<file path="config.mk">
export PLATFORM = sky130hd
export DESIGN_NAME = btn_scan_sched
export DESIGN_NICKNAME = d
export VERILOG_FILES = /design/src/rtl/btn_pkg.sv /design/src/rtl/btn_evt_fifo.sv /design/src/rtl/btn_scan_sched.sv
export SDC_FILE = /design/constraint.sdc
export NUM_CORES = 1
export LEC_CHECK = 0
export BUFFER_PORTS_ARGS = -buffer_cell sky130_fd_sc_hd__clkbuf_2
export CORE_UTILIZATION = 40
export CTS_CLUSTER_SIZE = 8
export DETAILED_ROUTE_END_ITERATION = 8
export GPL_TIMING_DRIVEN = 0
export SYNTH_ARGS = -nofsm -noshare
export SYNTH_HDL_FRONTEND = slang
export SYNTH_SLANG_ARGS = --single-unit
</file>
<file path="constraint.sdc">
create_clock -name CLK -period 4.65 [get_ports CLK]
set_input_delay 0.93 -clock CLK [delete_from_list [all_inputs] [get_ports CLK]]
set_output_delay 0.93 -clock CLK [all_outputs]
set_load 0.02 [all_outputs]
</file>
<file path="src/rtl/btn_pkg.sv">
// Shared types and default parameters for the button scan scheduler.
package btn_pkg;

   typedef enum logic {
      IDLE = 1'b0,
      SCAN = 1'b1
   } scan_state_t;

   localparam int unsigned N_BTN_DEF        = 4;
   localparam int unsigned TICK_DIV_DEF     = 48000;
   localparam int unsigned STABLE_TICKS_DEF = 20;
   localparam int unsigned FIFO_DEPTH_DEF   = 4;

   function automatic int unsigned id_width(input int unsigned n);
      return (n > 1) ? $clog2(n) : 1;
   endfunction

endpackage

</file>
<file path="src/rtl/btn_evt_fifo.sv">
// Synchronous event queue; a push into a full queue succeeds only if a pop happens in the same cycle.
module btn_evt_fifo #(
   parameter int unsigned WIDTH = 3,
   parameter int unsigned DEPTH = 4
)(
   input  logic             i_clk,
   input  logic             i_rst_n,
   input  logic             i_push,
   input  logic [WIDTH-1:0] i_data,
   input  logic             i_pop,
   output logic [WIDTH-1:0] o_data,
   output logic             o_full,
   output logic             o_empty
);

   localparam int unsigned AW    = $clog2(DEPTH);
   localparam int unsigned CNT_W = AW + 1;

   logic [WIDTH-1:0] r_mem [DEPTH];
   logic [AW-1:0]    r_wr;
   logic [AW-1:0]    r_rd;
   logic [CNT_W-1:0] r_cnt;
   logic             w_push_ok;
   logic             w_pop_ok;

   assign o_full    = (r_cnt == CNT_W'(DEPTH));
   assign o_empty   = (r_cnt == '0);
   assign w_pop_ok  = i_pop && !o_empty;
   assign w_push_ok = i_push && (!o_full || i_pop);
   // Head is masked while empty so the outputs read zero out of reset.
   assign o_data    = o_empty ? '0 : r_mem[r_rd];

   always_ff @(posedge i_clk) begin
      if (w_push_ok) begin
         r_mem[r_wr] <= i_data;
      end
   end

   always_ff @(posedge i_clk) begin
      if (!i_rst_n) begin
         r_wr  <= '0;
         r_rd  <= '0;
         r_cnt <= '0;
      end else begin
         if (w_push_ok) r_wr <= r_wr + 1'b1;
         if (w_pop_ok)  r_rd <= r_rd + 1'b1;
         case ({w_push_ok, w_pop_ok})
            2'b10:   r_cnt <= r_cnt + 1'b1;
            2'b01:   r_cnt <= r_cnt - 1'b1;
            default: r_cnt <= r_cnt;
         endcase
      end
   end

endmodule

</file>
<file path="src/rtl/btn_scan_sched.sv">
// Debounces N_BTN buttons with a tick-driven round-robin scan and queues press/release events.
module btn_scan_sched
   import btn_pkg::*;
#(
   parameter int unsigned N_BTN        = N_BTN_DEF,
   parameter int unsigned TICK_DIV     = TICK_DIV_DEF,
   parameter int unsigned STABLE_TICKS = STABLE_TICKS_DEF,
   parameter int unsigned FIFO_DEPTH   = FIFO_DEPTH_DEF
)(
   input  logic                          CLK,
   input  logic                          RST,
   input  logic                          CE,
   input  logic [N_BTN-1:0]              BTN_IN,
   output logic [N_BTN-1:0]              BTN_STATE,
   output logic                          EVT_VALID,
   input  logic                          EVT_READY,
   output logic [id_width(N_BTN)-1:0]    EVT_ID,
   output logic                          EVT_PRESS,
   output logic                          EVT_OVF
);

   localparam int unsigned ID_W = id_width(N_BTN);
   localparam int unsigned PW   = $clog2(TICK_DIV);
   localparam int unsigned CW   = $clog2(STABLE_TICKS);
   localparam logic [ID_W-1:0] LAST_IDX = ID_W'(N_BTN - 1);

   logic [N_BTN-1:0] r_sync1;
   logic [N_BTN-1:0] r_sync2;
   logic [PW-1:0]    r_presc;
   logic             w_tick;
   scan_state_t      r_state;
   scan_state_t      w_state_nx;
   logic [ID_W-1:0]  r_idx;
   logic [ID_W-1:0]  w_idx_nx;
   logic             r_pend;
   logic             w_pend_nx;
   logic [CW-1:0]    r_cnt [N_BTN];
   logic [N_BTN-1:0] r_btn_state;
   logic             r_ovf;

   logic             w_proc;
   logic             w_lvl;
   logic [CW-1:0]    w_cnt_cur;
   logic             w_agree;
   logic             w_accept;
   logic [ID_W:0]    w_evt;
   logic [ID_W:0]    w_head;
   logic             w_full;
   logic             w_empty;

   always_ff @(posedge CLK) begin
      if (!RST) begin
         r_sync1 <= '0;
         r_sync2 <= '0;
      end else begin
         r_sync1 <= BTN_IN;
         r_sync2 <= r_sync1;
      end
   end

   assign w_tick = CE && (r_presc == PW'(TICK_DIV - 1));

   always_ff @(posedge CLK) begin
      if (!RST) begin
         r_presc <= '0;
      end else if (CE) begin
         r_presc <= (r_presc == PW'(TICK_DIV - 1)) ? '0 : r_presc + 1'b1;
      end
   end

   always_ff @(posedge CLK) begin
      if (!RST) begin
         r_state <= IDLE;
         r_idx   <= '0;
         r_pend  <= 1'b0;
      end else begin
         r_state <= w_state_nx;
         r_idx   <= w_idx_nx;
         r_pend  <= w_pend_nx;
      end
   end

   // A tick landing on the last index restarts the scan directly, same as a pending one.
   always_comb begin
      w_state_nx = r_state;
      w_idx_nx   = r_idx;
      w_pend_nx  = r_pend;
      if (CE) begin
         case (r_state)
            IDLE: begin
               if (w_tick) begin
                  w_state_nx = SCAN;
                  w_idx_nx   = '0;
               end
            end
            SCAN: begin
               if (r_idx == LAST_IDX) begin
                  w_idx_nx   = '0;
                  w_pend_nx  = 1'b0;
                  w_state_nx = (r_pend || w_tick) ? SCAN : IDLE;
               end else begin
                  w_idx_nx = r_idx + 1'b1;
                  if (w_tick) w_pend_nx = 1'b1;
               end
            end
            default: begin
               w_state_nx = IDLE;
               w_idx_nx   = '0;
               w_pend_nx  = 1'b0;
            end
         endcase
      end
   end

   always_comb begin
      w_proc    = CE && (r_state == SCAN);
      w_lvl     = r_sync2[r_idx];
      w_cnt_cur = r_cnt[r_idx];
      w_agree   = (w_lvl == r_btn_state[r_idx]);
      w_accept  = w_proc && !w_agree && (w_cnt_cur == CW'(STABLE_TICKS - 1));
      w_evt     = {r_idx, w_lvl};
   end

   always_ff @(posedge CLK) begin
      if (!RST) begin
         for (int unsigned i = 0; i < N_BTN; i++) begin
            r_cnt[i] <= '0;
         end
         r_btn_state <= '0;
      end else if (w_proc) begin
         if (w_agree || w_accept) r_cnt[r_idx] <= '0;
         else                     r_cnt[r_idx] <= w_cnt_cur + 1'b1;
         if (w_accept) r_btn_state[r_idx] <= w_lvl;
      end
   end

   always_ff @(posedge CLK) begin
      if (!RST) begin
         r_ovf <= 1'b0;
      end else if (w_accept && w_full && !EVT_READY) begin
         r_ovf <= 1'b1;
      end
   end

   btn_evt_fifo #(
      .WIDTH (ID_W + 1),
      .DEPTH (FIFO_DEPTH)
   ) u_fifo (
      .i_clk   (CLK),
      .i_rst_n (RST),
      .i_push  (w_accept),
      .i_data  (w_evt),
      .i_pop   (EVT_READY),
      .o_data  (w_head),
      .o_full  (w_full),
      .o_empty (w_empty)
   );

   assign BTN_STATE = r_btn_state;
   assign EVT_VALID = !w_empty;
   assign EVT_ID    = w_head[ID_W:1];
   assign EVT_PRESS = w_head[0];
   assign EVT_OVF   = r_ovf;

endmodule

</file>
==> results.toml, run 1 <==
[logic_synthesis]
yosysTopAreaCellShare_pct = 28.8
netlist_top_cells_area = "edfxtp_1 29%, dfxtp_1 26%, mux4_2 4.7%"
syn_area_mm2 = 0.00334
syn_inst = 292
synthArstFlopShare_pct = 0
yosysSeqAreaShare_pct = 55.1
ys_warn_count = 0
post-synth-top-count-cell = "dfxtp_1"
synth_ff_type = "dfxtp_1"
synth-seq-cells = 76
syn-mean-instance-area_um2 = 11.4
synth_common_cells = "44 x dfxtp_1, 39 x nor2_1, 32 x edfxtp_1, 22 x nand2_1, 19 x and2_1"
syn-num-nets = 312
synth_edf_count = 32
yosysTopAreaCell = "edfxtp_1"
ys_types = 38

[worst_setup_path]
worstSetupEndpointType = "flip-flop"
worstRegToRegCells = 13
arrival_ps = 3650
required_ps = 4930
crit_type = "flip-flop to flip-flop"
path_buf_inv = 4
crit_path_start_kind = "flip-flop"
cp_slowest_stage_delay_ps = 670
crit_slowest_cell = "mux4_1"
r2r_setup_slack_ps = 1280
cp_cell_sequence = "buf_6 -> mux4_1 -> ha_1 -> and4bb_1 -> and3_1 -> buf_6 -> inv_1 -> ha_1 -> inv_1 -> fa_1 -> xor2_1 -> or3_1 -> a21boi_0"
worst_path_dominant_cell_family = "adder cells"
rr_endpoint = "u_fifo.r_cnt[2]$_SDFFE_PN0P_"
cp_max_fo = 8

[layout]
areaGrowthSynthToFinish_pct = 13.9
fin_nets = 339
drive_gt1_share_pct = 15.1
fillers = 726
antennaDiodeCount = 0
fin_util_pct = 48.3
fin_area_mm2 = 0.00381

[power]
peakVddDrop_uv = 164
leakage_nw = 1.41
power.total_mw = 1.38
power_density_mw_per_mm2 = 362

[floorplan]
io_pins = 17
die_h_um = 93.4
die-area_mm2 = 0.00872
start_util_pct = 42.4
rows = 32
fp.dieW_um = 93.4
core_mm2 = 0.00789

[clock_tree]
postCtsSetupBuffers = 0
clk_pin_slew_ps = 80
postCtsHoldBufs = 0
clk_latency_ps = 360
clockBufferDepth = 2
cts_root_buffer = "clkbuf_8"
htreeDepth = 3
cts_resized = 0
clock_sinks = 76
cts_tree = "built"
cts_buffers = 9

[place]
io_buffers = 16
placed_area_mm2 = 0.00355
gp_congestion = 0.766
dp_hpwl_um = 4080

[drt]
route.detailed.drc = 0
antenna_left = 0
viasPerCell = 4.93
drtPass1Iterations = 4
num_vias = 2102
routed_wl_um = 5760
drtIter0Drc = 88
wire_per_inst_um = 13.5

[timing]
finalSetupTns_ps = 0
fin_worst_skew_ps = 9.08
rsz0062_at_grt = "false"
slew_headroom_pct = 28.0
fmax_mhz = 297
fin_crit_sh_pct = 72.4
hold_viol = 0
hold_ws_ps = 435
final-setup-viol-count = 0
min_period_ps = 3370
worst_slew_pin_slew_ps = 1070
slew_violations = 0

[hold_path]
hold_class = "flip-flop to flip-flop"
worstHoldStart = "r_sync1[1]$_SDFF_PN0_"
min_to = "r_sync2[1]$_SDFF_PN0_"
hold_depth = 1

[grt]
grt_util_met1_pct = 18.6
grt_pass1_wl_um = 9690
gr-usage-all-layers_pct = 15.1
grtUsageMet2_pct = 24.4
grt-ovfl-total = 0
grt_pass1_vias = 2074
grt_max_degree = 14
grt_use_met3_pct = 4.15
antenna_found_initial = 0
busiest_layer = "met2"

[run]
drv_cap = 0

[run_status]
status = "complete, no violations"
## flip-flops by register name (all words and copies together) (netlist names), named ones only
| name | flops |
|---|---|
| r_cnt | 20 |
| u_fifo.r_cnt | 3 |
| u_fifo.r_mem | 12 |
| r_idx | 2 |
| r_sync2 | 4 |
| r_pend | 1 |
| r_sync1 | 4 |
| BTN_STATE | 4 |
| r_presc | 16 |
| EVT_OVF | 1 |
| u_fifo.r_rd | 2 |
| u_fifo.r_wr | 2 |
| r_state | 1 |
## worst max-delay path by stage
stage	from	end	depth (start not counted)
after detailed placement	flip-flop	u_fifo.r_cnt[2]$_SDFFE_PN0P_	13
after global routing	flip-flop	u_fifo.r_cnt[2]$_SDFFE_PN0P_	13
after global placement	flip-flop	u_fifo.r_cnt[2]$_SDFFE_PN0P_	13
final	flip-flop	u_fifo.r_cnt[2]$_SDFFE_PN0P_	13
after CTS	flip-flop	u_fifo.r_cnt[2]$_SDFFE_PN0P_	13
after floorplan	flip-flop	u_fifo.r_cnt[2]$_SDFFE_PN0P_	13
## kinds of logic after synthesis
| family | count (synthesis) | share of synthesized area (%) |
|---|---|---|
| simple gates | 129 | 20.0 |
| buf+inv | 22 | 2.96 |
| xor+xnor | 23 | 6.03 |
| mux | 15 | 8.57 |
| flops | 76 | 55.1 |
| fa+ha+maj | 12 | 4.72 |
| compound gates | 15 | 2.62 |
## layout make-up
type	instances	area, µm²	share of cell area (%)
clock inverter	6	108	2.83
buffer	10	53.8	1.41
multi-input combinational	194	1400	36.8
timing repair buffer	16	80.1	2.10
inverter	12	45.0	1.18
sequential	76	1840	48.4
tap	102	128	3.35
clock buffer	10	149	3.91
## per-layer routing
metal	share of wire [%]	wire [µm]
met3	4.7	269
met2	46	2620
met5	0	0
met1	48	2740
met4	2.2	128
## per-stage QoR
step / cells / setup WS, ps
after floorplan: 292 / 1570
after global placement: 410 / 1320
after detailed placement: 410 / 1300
after CTS: 426 / 1260
after global routing: 426 / 1110
final: 426 / 1280
## power breakdown
part           internal [mW]  switching (mW)
combinational         0.0148          0.0250
sequential             0.705         0.00422
clock                  0.388           0.240
## cell usage in the layout (no fill, tap or decap), types with 5 or more instances in the layout
cell	count
and3_1	5
nor2b_1	5
clkbuf_8	9
xor2_1	8
xnor2_1	15
clkbuf_2	16
clkbuf_1	7
edfxtp_1	32
nand3_1	11
ha_1	11
nand4_1	8
mux4_2	7
nand2_1	22
mux2i_1	5
nor2_1	39
inv_1	12
dfxtp_1	44
and2_1	19
o21ai_0	6
No activity file was read; power rests on OpenSTA's default activity.
==> run 2: changes to the inputs <==
==> constraint.sdc (replaced) <==
create_clock -name CLK -period 3.3 [get_ports CLK]
set_input_delay 0.66 -clock CLK [delete_from_list [all_inputs] [get_ports CLK]]
set_output_delay 0.66 -clock CLK [all_outputs]
set_load 0.02 [all_outputs]
==> results.toml, run 2 (same netlist as run 1, synthesis figures left out) <==
[run_status]
status = "complete, no violations"

[timing]
worst_slack_ps = 164
fmax_mhz = 319
slew_headroom_pct = 27.8
final-setup-viol-count = 0
min_period_ps = 3140
hold_ws_ps = 435
fin_crit_sh_pct = 95.0
finalSetupTns_ps = 0
slew_violations = 0
worst_slew_pin_slew_ps = 1070
fin_worst_skew_ps = 6.49
rsz0062_at_grt = "false"
hold_viol = 0

[clock_tree]
htreeDepth = 3
cts_tree = "built"
clk_pin_slew_ps = 80
cts_buffers = 9
clock_sinks = 76
clockBufferDepth = 2
cts_root_buffer = "clkbuf_8"
clk_latency_ps = 350

[layout]
fillers = 723
top_register = "r_cnt"
layout_commonest_cell = "dfxtp_1"
drive_gt1_share_pct = 17.2
antennaDiodeCount = 0
fin_nets = 341
largest_register_ffs = 20
areaGrowthSynthToFinish_pct = 14.3
final_cell_mix = "43 x dfxtp_1, 39 x nor2_1, 32 x edfxtp_1, 22 x nand2_1, 19 x and2_1"
top_regs = "r_cnt x20, r_presc x16, u_fifo.r_mem x12"
multi_input_area_mm2 = 0.00140
regArea_mm2 = 0.00184

[drt]
drtPass1Iterations = 4
antenna_left = 0
wire_per_inst_um = 13.6
route.detailed.drc = 0
num_vias = 2127
routed_wl_um = 5800
viasPerCell = 4.97
drtIter0Drc = 73

[worst_setup_path]
worstRegToRegCells = 13
arrival_ps = 3420
crit_path_start_kind = "flip-flop"
worstSetupEndpointType = "flip-flop"
required_ps = 3580
crit_type = "flip-flop to flip-flop"
cp_max_fo = 8

[grt]
grt_pass1_wl_um = 9760
grt_max_degree = 14
grt_pass1_vias = 2086
grt-ovfl-total = 0
gr-usage-all-layers_pct = 15.2
antenna_found_initial = 0

[power]
peakVddDrop_uv = 232
power_density_mw_per_mm2 = 508
leakage_nw = 1.41
power.total_mw = 1.94

[floorplan]
io_pins = 17
rows = 32
core_mm2 = 0.00789
fp.dieW_um = 93.4
die_h_um = 93.4
die-area_mm2 = 0.00872
start_util_pct = 42.4

[place]
dp_hpwl_um = 4080
pre_cts_ws_ps = -50.7
gp_congestion = 0.766
io_buffers = 16

[run]
drv_cap = 0

[hold_path]
hold_depth = 1
worstHoldStart = "r_sync1[1]$_SDFF_PN0_"
hold_class = "flip-flop to flip-flop"
## run 2: worst max-delay path: stages (launching register included)
cell	delay, ps
dfxtp_1	330
buf_6	130
mux4_2	530
ha_2	230
and4bb_2	270
and3_1	160
buf_6	130
inv_1	50
ha_1	180
inv_1	60
fa_1	370
xor2_1	150
or3_1	300
a21boi_0	150
## run 2: area by class of cell
cell class	count	share of cell area (%)
buffer	10	1.47
clock buffer	10	3.90
clock inverter	6	2.82
inverter	12	1.18
multi-input combinational	194	36.6
sequential	76	48.2
tap	102	3.34
timing repair buffer	18	2.49
## run 2: metrics by stage
stage | util, % | instance area (µm²) | cells
2_1_floorplan | - | 3340 | 292
3_3_place_gp | 45.0 | 3550 | 410
3_5_place_dp | 45.0 | 3550 | 410
4_1_cts | 48.2 | 3800 | 426
5_1_grt | 48.4 | 3820 | 428
6_report | 48.4 | 3820 | 428
## run 2: routing by layer
layer | GRT usage (%) | wire, µm
met5 | 0 | 0
met2 | 24.5 | 2660
met3 | 4.23 | 265
met1 | 18.6 | 2750
met4 | 7.69 | 128
## run 2: timing repair
action	CTS	global route
resized for setup	1	5
setup endpoints to repair	1	1
pin swaps	0	0
setup buffers	0	2
hold buffers	0	0
## run 2: worst paths after layout
kind,end,slack [ps]
worst min register to register,r_sync2[1]$_SDFF_PN0_,430
worst min-delay path,r_sync2[1]$_SDFF_PN0_,430
worst max register to register,u_fifo.r_cnt[2]$_SDFFE_PN0P_,160
worst max-delay path,u_fifo.r_cnt[2]$_SDFFE_PN0P_,160
## run 2: report_power, final
group	leakage (nW)	internal (mW)	switching [mW]
registers	0.669	0.994	0.00643
clock network	0.129	0.547	0.336
logic	0.609	0.0225	0.0355
total	1.41	1.56	0.377
==> run 3: changes to the inputs <==
--- a/config.mk
+++ b/config.mk
@@ -6,10 +6,12 @@
 export NUM_CORES = 1
 export LEC_CHECK = 0
 export BUFFER_PORTS_ARGS = -buffer_cell sky130_fd_sc_hd__clkbuf_2
-export CORE_UTILIZATION = 40
+export CORE_UTILIZATION = 49
 export CTS_CLUSTER_SIZE = 8
 export DETAILED_ROUTE_END_ITERATION = 8
 export GPL_TIMING_DRIVEN = 0
+export PLACE_DENSITY = 0.66
 export SYNTH_ARGS = -nofsm -noshare
 export SYNTH_HDL_FRONTEND = slang
+export SYNTH_HIERARCHICAL = 1
 export SYNTH_SLANG_ARGS = --single-unit
==> results.toml, run 3 <==
[run_status]
status = "complete, no violations"

[logic_synthesis]
synth_common_cells = "44 x dfxtp_1, 35 x nor2_1, 32 x edfxtp_1, 22 x nand2_1, 17 x and2_1"
syn-mean-instance-area_um2 = 11.4
synth_edf_count = 32
yosysTopAreaCellShare_pct = 28.1
post-synth-top-count-cell = "dfxtp_1"
synth-seq-cells = 76
syn_area_mm2 = 0.00342
netlist_top_cells_area = "edfxtp_1 28%, dfxtp_1 26%, mux4_2 5.3%"
syn_inst = 301
synthArstFlopShare_pct = 0
synth_ff_type = "dfxtp_1"
yosysTopAreaCell = "edfxtp_1"
syn-num-nets = 321
ys_warn_count = 6
yosysSeqAreaShare_pct = 53.8
ys_types = 45

[power]
combPwrFrac_pct = 3.7
power_switching_mw = 0.359
clock_power_share_pct = 37.0
pwr-share-seq_pct = 59.3
peakVddDrop_uv = 270
power.total_mw = 1.69
leakage_nw = 1.42
power_density_mw_per_mm2 = 445
p_int_mw = 1.33
p_sw_share_pct = 21.2

[worst_setup_path]
arrival_ps = 3400
cp_max_fo = 7
worstSetupEndpointType = "flip-flop"
crit_path_frequent_cell = "inv_1"
cp_cell_sequence = "buf_6 -> mux4_2 -> ha_4 -> nand3_2 -> nor4b_4 -> and2_1 -> a21boi_2 -> inv_1 -> ha_1 -> inv_1 -> fa_1 -> xor2_1 -> or3_1 -> a21boi_0"
crit_type = "flip-flop to flip-flop"
crit_path_start_kind = "flip-flop"
worst_path_dominant_cell_family = "adder cells"
crit_slowest_cell = "mux4_2"
path_buf_inv = 3
cp_slowest_stage_delay_ps = 590
required_ps = 3570

[run]
drv_cap = 0

[drt]
antenna_left = 0
drtIter0Drc = 105
route.detailed.drc = 0
viasPerCell = 5.36
drtPass1Iterations = 4
num_vias = 2218
routed_wl_um = 6040
wire_per_inst_um = 14.6

[grt]
grt_pass1_vias = 2196
grt_pass1_wl_um = 10300
gr-usage-all-layers_pct = 18.7
antenna_found_initial = 0
grt-ovfl-total = 0
grt_max_degree = 13

[floorplan]
rows = 30
core_mm2 = 0.00676
die-area_mm2 = 0.00732
start_util_pct = 50.7
io_pins = 17
fp.dieW_um = 85.6
die_h_um = 85.6

[clock_tree]
clockBufferDepth = 2
clk_latency_ps = 340
cts_root_buffer = "clkbuf_8"
htreeDepth = 3
cts_tree = "built"
cts_buffers = 9
clock_sinks = 76
postCtsHoldBufs = 0
clk_pin_slew_ps = 70

[timing]
hold_ws_ps = 439
fmax_mhz = 320
hold_viol = 0
slew_violations = 0
finalSetupTns_ps = 0
min_period_ps = 3130
rsz0062_at_grt = "false"
slew_headroom_pct = 34.3
final-setup-viol-count = 0
fin_worst_skew_ps = 5.98
worst_slew_pin_slew_ps = 978
fin_crit_sh_pct = 94.8

[layout]
regArea_mm2 = 0.00184
fin_nets = 349
final_cell_mix = "43 x dfxtp_1, 35 x nor2_1, 32 x edfxtp_1, 22 x nand2_1, 17 x and2_1"
multi_input_area_mm2 = 0.00150
fin_util_pct = 56.3
top_regs = "r_cnt x20, r_presc x16, u_fifo/r_mem x12"
layout_commonest_cell = "dfxtp_1"
areaGrowthSynthToFinish_pct = 11.0
drive_gt1_share_pct = 15.6
largest_register_ffs = 20
fillers = 585
top_register = "r_cnt"
antennaDiodeCount = 0

[place]
io_buffers = 15
dp_hpwl_um = 4240
gp_congestion = 0.746

[hold_path]
hold_class = "flip-flop to flip-flop"
-- run 3: cells by family (layout without fill, tap and decap cells) --
logic type	after synthesis	after routing	share of synthesized area, %
compound gates	28	28	5.34
xor+xnor	19	19	4.86
fa+ha+maj	12	12	4.61
buf+inv	23	56	2.89
flops	76	76	53.8
mux	17	17	8.85
simple gates	126	126	19.7
-- run 3: final cells by class --
cell class                 instances  area share (%)
clock inverter                     2           0.263
inverter                          13            1.28
tap                               80            2.63
sequential                        76            48.5
multi-input combinational        202            39.4
buffer                            10            1.32
timing repair buffer              17            2.37
clock buffer                      14            4.28
-- run 3: power by group through the flow --
| stage | clock [mW] | sequential [mW] | combinational, mW |
|---|---|---|---|
| floorplan | 0 | 1.02 | 0.0430 |
| global placement | 0 | 1.02 | 0.0596 |
| detailed placement | 0 | 1.02 | 0.0604 |
| CTS | 0.639 | 1.00 | 0.0610 |
| global route | 0.677 | 1.00 | 0.0691 |
| finish | 0.626 | 1.00 | 0.0630 |
-- run 3: per-layer routing --
metal / wire (µm) / GRT usage [%]
met2: 2990 / 31.5
met3: 159 / 3.95
met1: 2800 / 22.5
met4: 96 / 10.0
met5: 0 / 0
-- run 3: final timing paths --
kind / slack (ps) / endpoint / start / cells past startpoint
setup reg to reg: 170 / u_fifo/r_cnt[2]$_SDFFE_PN0P_ / flip-flop / 14
hold reg to reg: 440 / r_sync2[2]$_SDFF_PN0_ / r_sync1[2]$_SDFF_PN0_ / 1
hold / removal: 440 / r_sync2[2]$_SDFF_PN0_ / r_sync1[2]$_SDFF_PN0_ / 1
setup / recovery: 170 / u_fifo/r_cnt[2]$_SDFFE_PN0P_ / flip-flop / 14
-- run 3: through the flow --
stage	area [µm²]	setup WS, ps	cells
floorplan	3420	239	301
detailed placement	3600	-48.3	396
finish	3800	172	414
CTS	3780	25.7	413
global placement	3600	-17.6	396
global route	3800	14.3	414
-- run 3: worst register-to-register path, delay by kind of cell (launching register included) --
family,cells,cell delay [ps]
flops,1,330
simple gates,4,600
fa+ha+maj,3,770
mux,1,590
buf+inv,3,280
compound gates,2,350
xor+xnor,1,160
-- run 3: timing repair --
item	4_1_cts	5_1_grt
cloned	0	0
pin swaps	1	0
buffers inserted	1	1
resized for setup	0	5
endpoints found under the setup margin	2	2
